$ cat src/rtl/board_mem_arbiter.sv
// rtl/board_mem_arbiter.sv - snake board memory arbiter and game-step scheduler
//
// Shares the single-port board memory between the pixel renderer (absolute
// priority, never stalled) and the game logic (granted only in blanking while
// an update window is open). Every FRAMES_PER_STEP frames a one-cycle step
// pulse opens a game window; step_done closes it. A window still open when
// active video resumes is suspended until the next vblank_start.
//
// Ports:
//   clk, reset           pixel clock, synchronous active-high reset
//   vblank_start         one-cycle pulse at the first blanked line
//   display_active       beam in visible region
//   rd_req/rd_addr       renderer read request; rd_data/rd_valid response
//   g_req/g_we/g_addr/g_wdata   game access; g_ready grant
//   g_rdata/g_rvalid     game read response
//   step/step_done       game update start pulse / completion pulse
//   mem_*                single-port memory, 1-cycle read latency
//   overrun              sticky: an update spilled past blanking
module board_mem_arbiter #(
    parameter int ADDR_W          = 10,
    parameter int DATA_W          = 2,
    parameter int FRAMES_PER_STEP = 8
) (
    input  logic              clk,
    input  logic              reset,
    input  logic              vblank_start,
    input  logic              display_active,
    input  logic              rd_req,
    input  logic [ADDR_W-1:0] rd_addr,
    output logic [DATA_W-1:0] rd_data,
    output logic              rd_valid,
    input  logic              g_req,
    input  logic              g_we,
    input  logic [ADDR_W-1:0] g_addr,
    input  logic [DATA_W-1:0] g_wdata,
    output logic              g_ready,
    output logic [DATA_W-1:0] g_rdata,
    output logic              g_rvalid,
    output logic              step,
    input  logic              step_done,
    output logic              mem_en,
    output logic              mem_we,
    output logic [ADDR_W-1:0] mem_addr,
    output logic [DATA_W-1:0] mem_wdata,
    input  logic [DATA_W-1:0] mem_rdata,
    output logic              overrun
);

    localparam logic [7:0] STEP_FRAMES = 8'(FRAMES_PER_STEP);

    typedef enum logic [1:0] {
        S_WAIT    = 2'd0,
        S_STEP    = 2'd1,
        S_GAME    = 2'd2,
        S_SUSPEND = 2'd3
    } state_t;

    state_t     state;
    logic [7:0] frame_cnt;
    logic       g_xfer;

    // Scheduler FSM. vblank_start is only counted in WAIT; in SUSPEND it
    // resumes the window without advancing the frame count.
    always_ff @(posedge clk) begin
        if (reset) begin
            state     <= S_WAIT;
            frame_cnt <= 8'd0;
            step      <= 1'b0;
            overrun   <= 1'b0;
        end else begin
            step <= 1'b0;
            case (state)
                S_WAIT: begin
                    if (vblank_start) begin
                        if (frame_cnt + 8'd1 == STEP_FRAMES) begin
                            frame_cnt <= 8'd0;
                            state     <= S_STEP;
                            step      <= 1'b1;
                        end else begin
                            frame_cnt <= frame_cnt + 8'd1;
                        end
                    end
                end
                S_STEP: begin
                    state <= S_GAME;
                end
                S_GAME: begin
                    // step_done beats a simultaneous rise of display_active
                    if (step_done) begin
                        state <= S_WAIT;
                    end else if (display_active) begin
                        overrun <= 1'b1;
                        state   <= S_SUSPEND;
                    end
                end
                S_SUSPEND: begin
                    if (step_done) begin
                        state <= S_WAIT;
                    end else if (vblank_start) begin
                        state <= S_GAME;
                    end
                end
                default: state <= S_WAIT;
            endcase
        end
    end

    // Grant drops in the same cycle the renderer asks or video resumes.
    assign g_ready = (state == S_GAME) & ~rd_req & ~display_active;
    assign g_xfer  = g_req & g_ready;

    always_comb begin
        mem_en    = 1'b0;
        mem_we    = 1'b0;
        mem_addr  = g_addr;
        mem_wdata = g_wdata;
        if (rd_req) begin
            mem_en   = 1'b1;
            mem_addr = rd_addr;
        end else if (g_xfer) begin
            mem_en = 1'b1;
            mem_we = g_we;
        end
    end

    assign rd_data = mem_rdata;
    assign g_rdata = mem_rdata;

    // g_xfer already excludes rd_req, so the two valids are exclusive.
    always_ff @(posedge clk) begin
        if (reset) begin
            rd_valid <= 1'b0;
            g_rvalid <= 1'b0;
        end else begin
            rd_valid <= rd_req;
            g_rvalid <= g_xfer & ~g_we;
        end
    end

endmodule

$ cat config.mk
export PLATFORM = sky130hd
export DESIGN_NAME = board_mem_arbiter
export DESIGN_NICKNAME = d
export VERILOG_FILES = /design/src/rtl/board_mem_arbiter.sv
export SDC_FILE = /design/constraint.sdc
export NUM_CORES = 1
export LEC_CHECK = 0
export CAP_MARGIN = 20
export CORE_MARGIN = 10
export CORE_UTILIZATION = 38
export CTS_CLUSTER_SIZE = 40
export DETAILED_ROUTE_END_ITERATION = 8
export PLACE_DENSITY = 0.86
export SLEW_MARGIN = 20
export SYNTH_ARGS = -nofsm -noshare
export SYNTH_HDL_FRONTEND = slang
export SYNTH_SLANG_ARGS = --single-unit
$ cat constraint.sdc
create_clock -name clk -period 3.2 [get_ports clk]
set_input_delay 0.48 -clock clk [delete_from_list [all_inputs] [get_ports clk]]
set_output_delay 0.48 -clock clk [all_outputs]
set_load 0.05 [all_outputs]
==> reports/metrics.cfg, run 1 <==
[status]
status=complete, no violations

[floorplan]
core_um2=2170
chipHeight_um=67.3
io_pins=55
chipWidth_um=67.3
dieArea_um2=4520
rows=17
initial_core_util_pct=39.1

[grt]
grt_usage_pct=11.3
grt_max_degree=15
first_global_vias=885
overflow=0
grt_first_pass_wirelength_mm=3.97
antenna_found_initial=0

[flow_run]
cap_viol_max_count=0

[clock_network]
cts_buffer_depth=2
insertion_delay_ns=0.28
hold_buffers=0
post_cts_buffers=0
cts_root_buf=clkbuf_4
cts_buffers=3
htree_levels=1
worst_setup_hold_path_clk_slew_ns=0.08
cts_resized=0
cts_tree=yes
clkSinkCount=14

[timing]
timing.setup.tns_ns=0
max_freq_mhz=351
post-route-period-util_pct=89.0
skew_ns=0.00411
final_max_slew_viol_count=0
tightest_slew_ns=0.538
maxSlewHeadroom_pct=64.0
hold_violations=0
finalCriticalPeriod_ns=2.85
setup_viol=0
whs_ns=0.509
rsz0062_at_grt=false

[route]
via_per_inst=5.13
drtAntennaViolNets=0
first_pass_iters=4
wl_per_cell_um=14.9
drt_iter0_drc=46
totalWireLength_mm=2.40
vias=826
drc=0

[setup_path]
crit_fanout=13
path_buf_inv=2
crit_arrival_ns=2.37
cp_cell_sequence=clkdlybuf4s50_1, mux2_2, clkdlybuf4s50_1
cp.required_ns=2.72
cpPeakStageDelay_ns=0.78
end_kind=output port
crit_type=input port to output port
startpoint_type=input port
slowest_stage=clkdlybuf4s50_1
crit_top_cell=clkdlybuf4s50_1
crit_family=buffers and inverters

[power_and_ir_drop]
p_per_area_nw_per_um2=337
power_leakage_uw=0.000443
ir_drop_v=0.000239
p_int_uw=305
power.share.clock_pct=30.0
p_seq_share_pct=41.6
switching_share_pct=29.2
switchingPower_uw=126
combPwrFrac_pct=28.3

[synth]
synthFlopType=dfxtp_1
synth.most_common_cell=dfxtp_1
ys_seq_elements=14
ys_types=30
async_flop_share_pct=0
netlist_top_cells_area=dfxtp_1 33%, mux2_2 13%, buf_4 6.2%
yosysSeqAreaShare_pct=33.0
ys_warn_count=0
synth_common_cells=14 x dfxtp_1, 12 x nand2_1, 10 x mux2_2, 10 x nor2_1, 7 x buf_4
yosysTopAreaCellShare_pct=33.0
synth_area_um2=848
syn-mean-instance-area_um2=8.93
synth_top_area_cell=dfxtp_1
synth_edf_count=0
synth_cells=95
synth_nets=128

[finish]
diodes=0
nets=167
regArea_um2=280
drive_gt1_share_pct=18.0
fin_area_um2=1280
multi_input_area_um2=480
fill_cells=188
area_growth_pct=50.9

[placed_design]
hpwl_mm=2.02
place_area_um2=1240
gp_congestion=0.842
port_buffers=44

[worst_hold_path]
min_path_type=flop to flop

==> metrics by stage <==
step / std cells / total power (uW) / setup slack, ns / util, %
2_1_floorplan: 95 / 268 / 0.606 / -
3_3_place_gp: 157 / 306 / 0.346 / 57.3
3_5_place_dp: 157 / 306 / 0.336 / 57.3
4_1_cts: 161 / 436 / 0.333 / 59.0
5_1_grt: 161 / 451 / 0.270 / 59.0
6_report: 161 / 431 / 0.351 / 59.0
==> state kept, by name, indices dropped and copies added (netlist names) <==
name / count
frame_cnt: 8
state: 2
g_rvalid: 1
overrun: 1
rd_valid: 1
step: 1
==> worst paths after layout <==
check / from / endpoint / slack [ns] / cells past startpoint
min: overrun$_SDFFE_PP0P_ / overrun$_SDFFE_PP0P_ / 0.51 / 2
min reg2reg: overrun$_SDFFE_PP0P_ / overrun$_SDFFE_PP0P_ / 0.51 / 2
max: rd_req / mem_addr[3] / 0.35 / 3
max reg2reg: frame_cnt[3]$_SDFFE_PP0P_ / frame_cnt[3]$_SDFFE_PP0P_ / 1.65 / 4
==> power groups by stage <==
stage          Clock, uW  Combinational, uW  Sequential [uW]
3_5_place_dp           0                123              184
2_1_floorplan          0               82.1              185
3_3_place_gp           0                122              183
6_report             130                122              180
4_1_cts              133                124              180
5_1_grt              140                130              180
==> worst reg2reg max path: stages, from the launching register on <==
cell and delay, ns:
dfxtp_1 0.39, or4_4 0.57, a21oi_2 0.22, a32o_2 0.19
a21oi_1 0.05
==> per-layer routing <==
metal	part of all wire [%]	GRT usage (%)	up-vias	wire [um]
met5	0	0	-	0
met4	1.6	3.33	0	39
met3	19	10.7	11	448
met2	42	17.9	45	1000
met1	38	10.2	366	915
li1	-	-	404	-
==> kinds of logic after synthesis <==
group	count (synthesis)	synth area share (%)
buffers and inverters	14	11.1
XOR/XNOR	7	7.23
AO/OA/AOI/OAI	12	11.4
multiplexers	10	13.3
flip-flops	14	33.0
AND/OR/NAND/NOR	37	22.6
adder cells (fa/ha/maj)	1	1.47
==> placed cells by master, fill, tap and decap left out, drive strengths merged, types with 3 or more instances in the layout <==
master	synthesis	layout
nor2	10	10
mux2	10	10
buf	10	3
nand4	3	3
nand2	12	12
xnor2	5	5
dfxtp	14	14
a21oi	5	5
inv	4	4
clkdlybuf4s50	0	41
nor3	3	3
clkbuf	0	4
==> cell type report <==
class	instances	area share (%)
timing repair buffer	44	33.8
tap	28	2.74
multi-input combinational	67	37.5
clock buffer	4	2.83
inverter	4	1.17
sequential	14	21.9
Power figures use the tool's default switching activity.
==> run 2, diff against run 1 <==
- CORE_UTILIZATION: 38 -> 25
- PLACE_DENSITY: 0.86 -> 0.61
==> run 2 against run 1 <==
Against the previous run:
- via count shrank 1.6%
- wire length grew 2.9%
- hold slack lost 0.020 ns
- critical path depth is the same
- largest cell class unchanged
- register-to-register slack lost 0.03 ns
- critical path type unchanged
- largest power group unchanged
- cell count grew 11%
- global-route usage shrank 3.3 points
- clock skew shrank 0.00097 ns
==> reports/metrics.cfg, run 2 (synthesis gave the netlist of run 1 again) <==
[finish]
layout_common_cells=41 x clkdlybuf4s50_1, 14 x dfxtp_1, 12 x nand2_1
final_util_pct=39.3
multi_input_area_um2=480
diodes=0
nets=167
regArea_um2=280
final_common_cell=clkdlybuf4s50_1
regMostFlops=frame_cnt
top_regs=frame_cnt: 8 flops, state: 2 flops
fill_cells=361
drive_gt1_share_pct=18.0
instances_no_fill=179
area_growth_pct=53.5
largest_reg_flops=8

[timing]
hold_violations=0
timing.setup.tns_ns=0
rsz0062_at_grt=false
tightest_slew_ns=0.537
maxSlewHeadroom_pct=64.1
finalCriticalPeriod_ns=2.86
setup_viol=0
post-route-period-util_pct=89.5
max_freq_mhz=349
skew_ns=0.00314
final_max_slew_viol_count=0
whs_ns=0.489

[route]
totalWireLength_mm=2.47
route.layer.met1.wl_um=893
drc=0
routed-wl-met3_um=509
dr.max_layer_used=met3
vias=813
dr_wl_met2_mm=1.07
first_pass_iters=4
wl_per_cell_um=13.8
drtAntennaViolNets=0
via_per_inst=4.54
drt_iter0_drc=29

[clock_network]
post_cts_buffers=0
cts_resized=0
hold_buffers=0
cts_tree=yes
cts_root_buf=clkbuf_4
cts_buffer_depth=2
cts_buffers=3
insertion_delay_ns=0.28
htree_levels=1
clkSinkCount=14
worst_setup_hold_path_clk_slew_ns=0.08

[floorplan]
chipHeight_um=78.3
initial_core_util_pct=25.6
rows=21
dieArea_um2=6120
core_um2=3310
chipWidth_um=78.3
io_pins=55

[placed_design]
hpwl_mm=2.13
gp_congestion=0.772
post-place-cells=175
port_buffers=44

[setup_path]
cp.required_ns=2.72
crit_type=input port to output port
startpoint_type=input port
crit_fanout=13
crit_arrival_ns=2.38
end_kind=output port

[worst_hold_path]
min_path_type=flop to flop

[power_and_ir_drop]
p_per_area_nw_per_um2=330
power_leakage_uw=0.000443
ir_drop_v=0.0000910

[grt]
overflow=0
antenna_found_initial=0
grt_usage_pct=8.04
first_global_vias=884
grt_first_pass_wirelength_mm=4.06
grt_max_degree=15

[status]
status=complete, no violations

[flow_run]
cap_viol_max_count=0

==> run 2: cell counts in the layout (fill, tap and decap cells not counted) <==
Identical to the previous run, type by type.
==> run 2: metal layers <==
| metal | GRT usage, % | up-vias |
|---|---|---|
| met1 | 7.11 | 364 |
| met5 | 0 | - |
| li1 | - | 403 |
| met2 | 13.6 | 46 |
| met4 | 0.538 | 0 |
| met3 | 7.86 | 0 |
==> run 2: final timing paths <==
path / start / to / slack [ns] / cells after the start
worst max-delay path: rd_req / mem_addr[6] / 0.34 / 3
worst min-delay path: overrun$_SDFFE_PP0P_ / overrun$_SDFFE_PP0P_ / 0.49 / 2
worst max register to register: state[1]$_SDFFE_PP0P_ / frame_cnt[6]$_SDFFE_PP0P_ / 1.62 / 5
worst min register to register: overrun$_SDFFE_PP0P_ / overrun$_SDFFE_PP0P_ / 0.49 / 2
==> run 2: power by group <==
group          internal [uW]  switching [uW]
combinational           59.3            64.1
sequential               177            2.71
clock                   69.2            57.7
total                    305             124
==> run 2: critical path: stages <==
cell and delay, ns:
clkdlybuf4s50_1 0.79, mux2_2 0.39, clkdlybuf4s50_1 0.72
==> run 2: final cells by class <==
class	count	area share, %
Inverter	4	1.15
Sequential cell	14	21.5
Clock buffer	4	2.79
Multi-Input combinational cell	67	36.9
Tap cell	46	4.42
Timing Repair Buffer	44	33.2
==> run 2: per-stage QoR <==
stage	total power [uW]	instance area, um^2	setup slack, ns
4_1_cts	437	1300	0.321
3_3_place_gp	308	1270	0.332
5_1_grt	451	1300	0.270
2_1_floorplan	268	855	0.606
3_5_place_dp	308	1270	0.317
6_report	430	1300	0.337
